File: src/rtl/nd_1to2_pkg.sv
`default_nettype none
// ============================================================================
// Module : nd_1to2_pkg
// Brief  : Shared channel widths, on/off levels and FSM state encodings for
//          the 1-to-2 routing node and its synchroniser.
// Rev    : 1.0  initial release
// ============================================================================
// Contents:
//   NS_ADDRESS_SIZE / NS_DATA_SIZE / NS_REDUN_SIZE : default channel widths
//   NS_ON / NS_OFF                                  : handshake line levels
//   rx_state_e                                      : receive FSM states
//   tx_state_e                                      : send FSM states
// ============================================================================
package nd_1to2_pkg;

    // Default channel field widths used by every node of the test topology.
    localparam int NS_ADDRESS_SIZE = 8;
    localparam int NS_DATA_SIZE    = 16;
    localparam int NS_REDUN_SIZE   = 4;

    // Handshake line levels.
    localparam logic NS_ON  = 1'b1;
    localparam logic NS_OFF = 1'b0;

    // Receive side: wait for a request, then hold the ack until it is released.
    typedef enum logic [0:0] {
        RX_IDLE = 1'b0,
        RX_HOLD = 1'b1
    } rx_state_e;

    // Send side: raise req, wait for ack, wait for ack release.
    typedef enum logic [1:0] {
        TX_IDLE = 2'd0,
        TX_REQ  = 2'd1,
        TX_REL  = 2'd2
    } tx_state_e;

endpackage : nd_1to2_pkg
`default_nettype wire

File: src/rtl/nd_1to2_sync_2ff.sv
`default_nettype none
// ============================================================================
// Module : sync_2ff
// Brief  : One-bit double-flop synchroniser with asynchronous active-high
//          reset. Brings a handshake line from an unrelated clock domain into
//          the local clock domain.
// Rev    : 1.0  initial release
// ============================================================================
// Ports:
//   clk_i : local clock
//   rst_i : asynchronous active-high reset (both flops clear to 0)
//   d_i   : asynchronous input line
//   q_o   : synchronised output, two clock edges behind d_i
// ============================================================================
module sync_2ff
    import nd_1to2_pkg::*;
(
    input  logic clk_i,
    input  logic rst_i,
    input  logic d_i,
    output logic q_o
);

    logic meta_q;   // first stage, may go metastable
    logic sync_q;   // second stage, safe to consume

    always_ff @(posedge clk_i or posedge rst_i) begin
        if (rst_i) begin
            meta_q <= NS_OFF;
            sync_q <= NS_OFF;
        end else begin
            meta_q <= d_i;
            sync_q <= meta_q;
        end
    end

    assign q_o = sync_q;

endmodule : sync_2ff
`default_nettype wire

File: src/rtl/nd_1to2.sv
`default_nettype none
// ============================================================================
// Module : nd_1to2
// Brief  : Two-output routing node. Accepts one four-phase req/ack channel,
//          buffers each message in a single-entry register and re-issues it
//          on snd0 (dst < SPLIT_ADDR) or snd1 (dst >= SPLIT_ADDR). Messages
//          whose destination lies outside [MIN_ADDR, MAX_ADDR] are
//          acknowledged but dropped, raising the sticky err flag.
// Rev    : 1.0  initial release
// ============================================================================
// Parameters:
//   ASZ, DSZ, RSZ : address, data and redundancy widths
//   MIN_ADDR      : lowest legal destination
//   MAX_ADDR      : highest legal destination
//   SPLIT_ADDR    : first destination routed to snd1
// Ports:
//   i_clk, reset                     : clock, async active-high reset
//   ready                            : node operational
//   rcv0_src/dst/dat/red, rcv0_req   : inbound message and request
//   rcv0_ack                         : inbound acknowledge
//   snd0_src/dst/dat/red, snd0_req   : outbound message and request, port 0
//   snd0_ack                         : outbound acknowledge, port 0
//   snd1_*                           : same as snd0_*, port 1
//   err                              : sticky out-of-range drop flag
// ============================================================================
module nd_1to2
    import nd_1to2_pkg::*;
#(
    parameter int ASZ        = NS_ADDRESS_SIZE,
    parameter int DSZ        = NS_DATA_SIZE,
    parameter int RSZ        = NS_REDUN_SIZE,
    parameter int MIN_ADDR   = 0,
    parameter int MAX_ADDR   = 55,
    parameter int SPLIT_ADDR = 28
) (
    input  logic           i_clk,
    input  logic           reset,
    output logic           ready,

    input  logic [ASZ-1:0] rcv0_src,
    input  logic [ASZ-1:0] rcv0_dst,
    input  logic [DSZ-1:0] rcv0_dat,
    input  logic [RSZ-1:0] rcv0_red,
    input  logic           rcv0_req,
    output logic           rcv0_ack,

    output logic [ASZ-1:0] snd0_src,
    output logic [ASZ-1:0] snd0_dst,
    output logic [DSZ-1:0] snd0_dat,
    output logic [RSZ-1:0] snd0_red,
    output logic           snd0_req,
    input  logic           snd0_ack,

    output logic [ASZ-1:0] snd1_src,
    output logic [ASZ-1:0] snd1_dst,
    output logic [DSZ-1:0] snd1_dat,
    output logic [RSZ-1:0] snd1_red,
    output logic           snd1_req,
    input  logic           snd1_ack,

    output logic           err
);

    // ------------------------------------------------------------------
    // Address bounds, widened by one bit so that every range test below is
    // an unsigned subtraction whose borrow gives the answer. This keeps the
    // tests well defined even when a bound is 0 or equals 2**ASZ.
    // ------------------------------------------------------------------
    localparam logic [ASZ:0] c_MIN_ADDR   = (ASZ+1)'(MIN_ADDR);
    localparam logic [ASZ:0] c_ABOVE_MAX  = (ASZ+1)'(MAX_ADDR + 1);
    localparam logic [ASZ:0] c_SPLIT_ADDR = (ASZ+1)'(SPLIT_ADDR);

    // Unsigned a >= b, evaluated as "no borrow out of a - b".
    function automatic logic addr_ge(input logic [ASZ-1:0] a,
                                     input logic [ASZ:0]   b);
        logic [ASZ:0] diff;
        diff = {1'b0, a} - b;
        return ~diff[ASZ];
    endfunction

    // ------------------------------------------------------------------
    // Synchronisers: the FSMs only ever look at these versions.
    // ------------------------------------------------------------------
    logic req_s;
    logic ack0_s;
    logic ack1_s;

    sync_2ff u_sync_req (
        .clk_i (i_clk),
        .rst_i (reset),
        .d_i   (rcv0_req),
        .q_o   (req_s)
    );

    sync_2ff u_sync_ack0 (
        .clk_i (i_clk),
        .rst_i (reset),
        .d_i   (snd0_ack),
        .q_o   (ack0_s)
    );

    sync_2ff u_sync_ack1 (
        .clk_i (i_clk),
        .rst_i (reset),
        .d_i   (snd1_ack),
        .q_o   (ack1_s)
    );

    // ------------------------------------------------------------------
    // State
    // ------------------------------------------------------------------
    rx_state_e      rx_state_q;
    tx_state_e      tx_state_q;

    logic [ASZ-1:0] buf_src_q;
    logic [ASZ-1:0] buf_dst_q;
    logic [DSZ-1:0] buf_dat_q;
    logic [RSZ-1:0] buf_red_q;
    logic           full_q;     // buffer holds a message not yet delivered
    logic           sel_q;      // 0: snd0, 1: snd1

    logic           ready_q;
    logic           rcv_ack_q;
    logic           snd0_req_q;
    logic           snd1_req_q;
    logic           err_q;

    // ------------------------------------------------------------------
    // Destination classification of the inbound message
    // ------------------------------------------------------------------
    logic dst_legal;
    logic dst_hi;
    logic ack_sel_s;

    assign dst_legal = addr_ge(rcv0_dst, c_MIN_ADDR) &
                       ~addr_ge(rcv0_dst, c_ABOVE_MAX);
    assign dst_hi    = addr_ge(rcv0_dst, c_SPLIT_ADDR);

    // Only the selected port's acknowledge matters; the other is ignored.
    assign ack_sel_s = sel_q ? ack1_s : ack0_s;

    // ------------------------------------------------------------------
    // Receive and send FSMs.
    // Both live in one block because they share the buffer-full flag: the
    // receive side sets it, the send side clears it. The two never act on it
    // in the same cycle, since capture requires full_q == 0 while the clear
    // happens only in TX_REL with full_q == 1. A message arriving right as
    // the buffer clears is therefore captured one edge later.
    // ------------------------------------------------------------------
    always_ff @(posedge i_clk or posedge reset) begin
        if (reset) begin
            rx_state_q <= RX_IDLE;
            tx_state_q <= TX_IDLE;
            buf_src_q  <= '0;
            buf_dst_q  <= '0;
            buf_dat_q  <= '0;
            buf_red_q  <= '0;
            full_q     <= NS_OFF;
            sel_q      <= NS_OFF;
            ready_q    <= NS_OFF;
            rcv_ack_q  <= NS_OFF;
            snd0_req_q <= NS_OFF;
            snd1_req_q <= NS_OFF;
            err_q      <= NS_OFF;
        end else begin
            ready_q <= NS_ON;

            // ---------------- receive side ----------------
            case (rx_state_q)
                RX_IDLE: begin
                    // A request arriving while the buffer is occupied is left
                    // pending (ack stays low) until the send side drains it.
                    if (req_s && !full_q) begin
                        rcv_ack_q  <= NS_ON;
                        rx_state_q <= RX_HOLD;
                        if (dst_legal) begin
                            buf_src_q <= rcv0_src;
                            buf_dst_q <= rcv0_dst;
                            buf_dat_q <= rcv0_dat;
                            buf_red_q <= rcv0_red;
                            sel_q     <= dst_hi;
                            full_q    <= NS_ON;
                        end else begin
                            // Acknowledged normally, but never forwarded.
                            err_q <= NS_ON;
                        end
                    end
                end
                RX_HOLD: begin
                    if (!req_s) begin
                        rcv_ack_q  <= NS_OFF;
                        rx_state_q <= RX_IDLE;
                    end
                end
                default: begin
                    rcv_ack_q  <= NS_OFF;
                    rx_state_q <= RX_IDLE;
                end
            endcase

            // ---------------- send side ----------------
            case (tx_state_q)
                TX_IDLE: begin
                    if (full_q) begin
                        if (sel_q) begin
                            snd1_req_q <= NS_ON;
                        end else begin
                            snd0_req_q <= NS_ON;
                        end
                        tx_state_q <= TX_REQ;
                    end
                end
                TX_REQ: begin
                    if (ack_sel_s) begin
                        snd0_req_q <= NS_OFF;
                        snd1_req_q <= NS_OFF;
                        tx_state_q <= TX_REL;
                    end
                end
                TX_REL: begin
                    // Buffer is released only once the receiver has let go of
                    // ack, completing the four-phase cycle.
                    if (!ack_sel_s) begin
                        full_q     <= NS_OFF;
                        tx_state_q <= TX_IDLE;
                    end
                end
                default: begin
                    snd0_req_q <= NS_OFF;
                    snd1_req_q <= NS_OFF;
                    tx_state_q <= TX_IDLE;
                end
            endcase
        end
    end

    // ------------------------------------------------------------------
    // Outputs. Both ports carry the buffered fields at all times; only the
    // request line is port specific. Fields are forwarded unmodified.
    // ------------------------------------------------------------------
    assign ready    = ready_q;
    assign rcv0_ack = rcv_ack_q;
    assign err      = err_q;

    assign snd0_src = buf_src_q;
    assign snd0_dst = buf_dst_q;
    assign snd0_dat = buf_dat_q;
    assign snd0_red = buf_red_q;
    assign snd0_req = snd0_req_q;

    assign snd1_src = buf_src_q;
    assign snd1_dst = buf_dst_q;
    assign snd1_dat = buf_dat_q;
    assign snd1_red = buf_red_q;
    assign snd1_req = snd1_req_q;

endmodule : nd_1to2
`default_nettype wire

File: config.mk
export PLATFORM = sky130hd
export DESIGN_NAME = nd_1to2
export DESIGN_NICKNAME = d
export VERILOG_FILES = /design/src/rtl/nd_1to2_pkg.sv /design/src/rtl/nd_1to2_sync_2ff.sv /design/src/rtl/nd_1to2.sv
export SDC_FILE = /design/constraint.sdc
export NUM_CORES = 1
export LEC_CHECK = 0
export CAP_MARGIN = 30
export CORE_MARGIN = 3
export CORE_UTILIZATION = 59
export CTS_BUF_LIST = sky130_fd_sc_hd__clkbuf_4
export DETAILED_ROUTE_END_ITERATION = 12
export DONT_BUFFER_PORTS = 1
export GPL_TIMING_DRIVEN = 0
export PLACE_DENSITY = 0.81
export SLEW_MARGIN = 10
export SYNTH_ARGS = -nofsm -noshare
export SYNTH_HDL_FRONTEND = slang
export SYNTH_SLANG_ARGS = --single-unit
File: constraint.sdc
create_clock -name i_clk -period 1.6 [get_ports i_clk]
set_input_delay 0.32 -clock i_clk [delete_from_list [all_inputs] [get_ports i_clk]]
set_output_delay 0.32 -clock i_clk [all_outputs]
set_load 0.01 [all_outputs]
==> flow_summary_export.csv <==
group,metric,value,unit
run_status,outcome,"completed",
pwr,p_switching,1.87,mW
clock_tree,cts-buffers-inserted,5,
timing,fraction_of_the_cycle_the_final_worst_path_needs,0.966,
worst_setup_path,cp.arrival,1800,ps
final_layout,proportion_of_layout_cells_with_a_drive_suffix_above_1,0.484,
pwr,vdd_drop_max,1170,uV
worst_setup_path,cp-end-kind,"register",
global_route,grt_start_max_net_pins,33,
pwr,power.density,1980,nW/um^2
synthesis,synth_area_per_cell,14.2,um^2
worst_setup_path,path_max_fanout,10,
drt,wl_met1,1590,um
pwr,sw_frac_of_total,0.366,
placed_design,place.gp.congestion,0.724,
synthesis,yosys.cell_types.count,25,
synthesis,mappedNetlistNets,207,
global_route,grt_first_pass_wirelength,7090,um
worst_setup_path,path_class,"register to register",
pwr,internal_power,3.23,mW
clock_tree,clock_latency,360,ps
worst_setup_path,worst_reg2reg_path_endpoint,"snd0_dat[7]$_DFFE_PP0P_",
worst_setup_path,worst-r2r-setup-slack,50,ps
worst_setup_path,startpoint,"full_q$_DFF_PP0_",
pwr,clockPowerShare,0.107,
timing,timing_max_transition_violations_final,0,
global_route,antenna_found_initial,0,
timing,timing.hold.ws,63.6,ps
floorplan,core_region_area,3770,um^2
drt,routed-wl-met2,2260,um
synthesis,synth_area_leader_cell,"sky130_fd_sc_hd__dfrtp_1",
drt,top_signal_layer_used,"met4",
global_route,grtUsageTotal,0.186,
final_layout,final_net_count,222,
drt,dr_wl_met3,396,um
pwr,p_leak,1.24,nW
worst_setup_path,crit_required,1850,ps
synthesis,synth_largest_type_area_fraction,0.551,
drt,detail-route-antenna-nets,0,
floorplan,core.rowCount,22,
clock_tree,cts_tree,"yes",
drt,first_pass_iters,4,
clock_tree,cts_max_level,2,
synthesis,synth.area.top_cells,"sky130_fd_sc_hd__dfrtp_1, sky130_fd_sc_hd__mux2_4, sky130_fd_sc_hd__buf_4, sky130_fd_sc_hd__buf_12, sky130_fd_sc_hd__inv_1",
drt,vias,1241,
worst_setup_path,critPathLaunchType,"register",
timing,grt_setup_unrepaired,"true",
clock_tree,cts.path.max_buffers,2,
drt,drt-wirelength-per-cell,18.6,um
synthesis,synth-seq-cells,52,
floorplan,fp.dieArea,4800,um^2
pwr,power_frac_comb,0.374,
timing,layout_setup_ws,54.8,ps
drt,via_per_inst,5.40,
synthesis,yosysSeqAreaShare,0.551,
final_layout,antenna-diode-count,0,
timing,clock-skew-final,9.40,ps
drt,drc,0,
timing,finalSetupTns,0,ps
final_layout,synthToLayoutAreaGrowth,9.06,%
timing,fmax,647,MHz
synthesis,netlist_instances,166,
drt,drt_iter0_markers,28,
hold_path,hold_path.class,"primary input to register",
final_layout,utilization,0.683,
global_route,grt_remaining_overflow,0,
worst_setup_path,worstSetupEndpoint,"snd0_dat[7]$_DFFE_PP0P_",
clock_tree,worst_setup_hold_path_clk_slew,140,ps
floorplan,die_w,69.3,um
worst_setup_path,crit-reg2reg-launch,"full_q$_DFF_PP0_",
synthesis,post_synth_instance_area,2360,um^2
worst_setup_path,worst-r2r-cell-count,4,
global_route,first_global_vias,1370,
drt,routed_wl,4290,um
timing,fin_crit,1550,ps
clock_tree,cts_num_sinks,52,
timing,setup_violations,0,
placed_design,worst_slack_placed,-61.5,ps
clock_tree,clk_root_buffer_cell,"sky130_fd_sc_hd__clkbuf_4",
floorplan,ioPinCount,118,
placed_design,portBuffers,0,
hold_path,hold_start,"rcv0_dst[4]",
placed_design,hpwlAfterDp,3290,um
floorplan,initial_utilization,0.626,
job,max_cap_violations,0,
floorplan,die_height,69.3,um
synthesis,yosysWarningCount,0,
pwr,power.sequential.fraction,0.519,
timing,final_hold_viol_count,0,
==> cell usage in the layout, fill, tap and decap left out, types with 2 or more instances in the layout <==
cell / n
sky130_fd_sc_hd__and2_1: 3
sky130_fd_sc_hd__mux2_2: 2
sky130_fd_sc_hd__clkbuf_4: 5
sky130_fd_sc_hd__dfrtp_1: 51
sky130_fd_sc_hd__a31oi_1: 4
sky130_fd_sc_hd__dlygate4sd3_1: 4
sky130_fd_sc_hd__nand3_1: 3
sky130_fd_sc_hd__a32oi_1: 2
sky130_fd_sc_hd__inv_1: 7
sky130_fd_sc_hd__nor2_1: 3
sky130_fd_sc_hd__mux2_4: 29
sky130_fd_sc_hd__clkinv_2: 2
sky130_fd_sc_hd__o2bb2ai_1: 2
sky130_fd_sc_hd__nand2_1: 4
sky130_fd_sc_hd__buf_12: 4
sky130_fd_sc_hd__buf_4: 39
sky130_fd_sc_hd__mux2i_1: 2
sky130_fd_sc_hd__a21oi_1: 3
==> cell families after synthesis <==
| family | after synthesis | share of synthesized area |
|---|---|---|
| compound gates | 15 | 0.0445 |
| xor+xnor | 1 | 0.00371 |
| buf+inv | 48 | 0.157 |
| flops | 52 | 0.551 |
| mux | 33 | 0.202 |
| other cells | 1 | 0.00159 |
| simple gates | 16 | 0.0392 |
==> critical path, cell delays in order (launching register included) <==
cell and delay (ps):
sky130_fd_sc_hd__dfrtp_2 460, sky130_fd_sc_hd__nor3b_4 210, sky130_fd_sc_hd__and3_4 300, sky130_fd_sc_hd__buf_12 170, sky130_fd_sc_hd__mux2_4 300
==> power groups by stage <==
stage	Combinational, mW	Clock, mW	Sequential (mW)
2_1_floorplan	1.71	0	2.50
6_report	1.91	0.545	2.64
5_1_grt	2.04	0.632	2.73
4_1_cts	1.90	0.571	2.66
3_5_place_dp	1.88	0	2.68
3_3_place_gp	1.82	0	2.64
==> registers in the layout, indices dropped and copies added (netlist names), 2 cells and up <==
name        flops
snd0_dat       16
snd0_src        8
snd0_dst        8
tx_state_q      2
snd0_red        4
==> synth_stat cells, drive strengths merged <==
library cell / instances
a32oi: 2
o2bb2ai: 2
xnor2: 1
dfrtp: 52
nand3: 3
nor3b: 1
nor2: 3
mux2: 31
and2: 4
o21ai: 1
a31oi: 4
a2bb2oi: 1
buf: 40
conb: 1
mux2i: 2
nand2: 4
a21oi: 3
and3: 1
inv: 8
o21a: 1
a21o: 1
==> layout make-up <==
| class | instances | area, um^2 |
|---|---|---|
| Fill cell | 262 | 1200 |
| Sequential cell | 52 | 1300 |
| Inverter | 8 | 30.0 |
| Buffer | 39 | 330 |
| Timing Repair Buffer | 9 | 108 |
| Multi-Input combinational cell | 66 | 693 |
| Clock buffer | 5 | 37.5 |
| Clock inverter | 3 | 13.8 |
| Tap cell | 48 | 60.1 |
==> per-layer routing <==
| layer | global-route usage | vias to the layer above |
|---|---|---|
| met5 | 0 | - |
| met4 | 0.0456 | 0 |
| met3 | 0.0696 | 6 |
| met2 | 0.320 | 79 |
| met1 | 0.219 | 609 |
| li1 | - | 547 |
==> stage by stage <==
step	cells	cell area [um^2]	total power, mW
2_1_floorplan	166	2360	4.21
3_3_place_gp	214	2420	4.46
3_5_place_dp	215	2440	4.56
4_1_cts	228	2540	5.13
5_1_grt	230	2570	5.41
6_report	230	2570	5.09
==> how the worst min path moves through the flow <==
stage                                            to  slack [ps]  cells past startpoint
after global placement     u_sync_req.q_o$_DFF_PP0_         330                      0
after detailed placement    snd0_dat[5]$_DFFE_PP0P_         240                      1
after global routing        snd0_dst[4]$_DFFE_PP0P_          40                      2
after CTS                   snd0_dst[4]$_DFFE_PP0P_          50                      2
final                       snd0_dst[4]$_DFFE_PP0P_          60                      2
after floorplan           u_sync_ack0.q_o$_DFF_PP0_         330                      0
==> what timing repair did <==
item	in CTS	in global routing
buffers inserted	1	2
gates cloned	0	1
hold buffers	4	0
pin swaps	1	2
endpoints found under the setup margin	29	29
endpoints found under the hold margin	23	0
resized for setup	1	1
(Power assumes the default switching activity.)
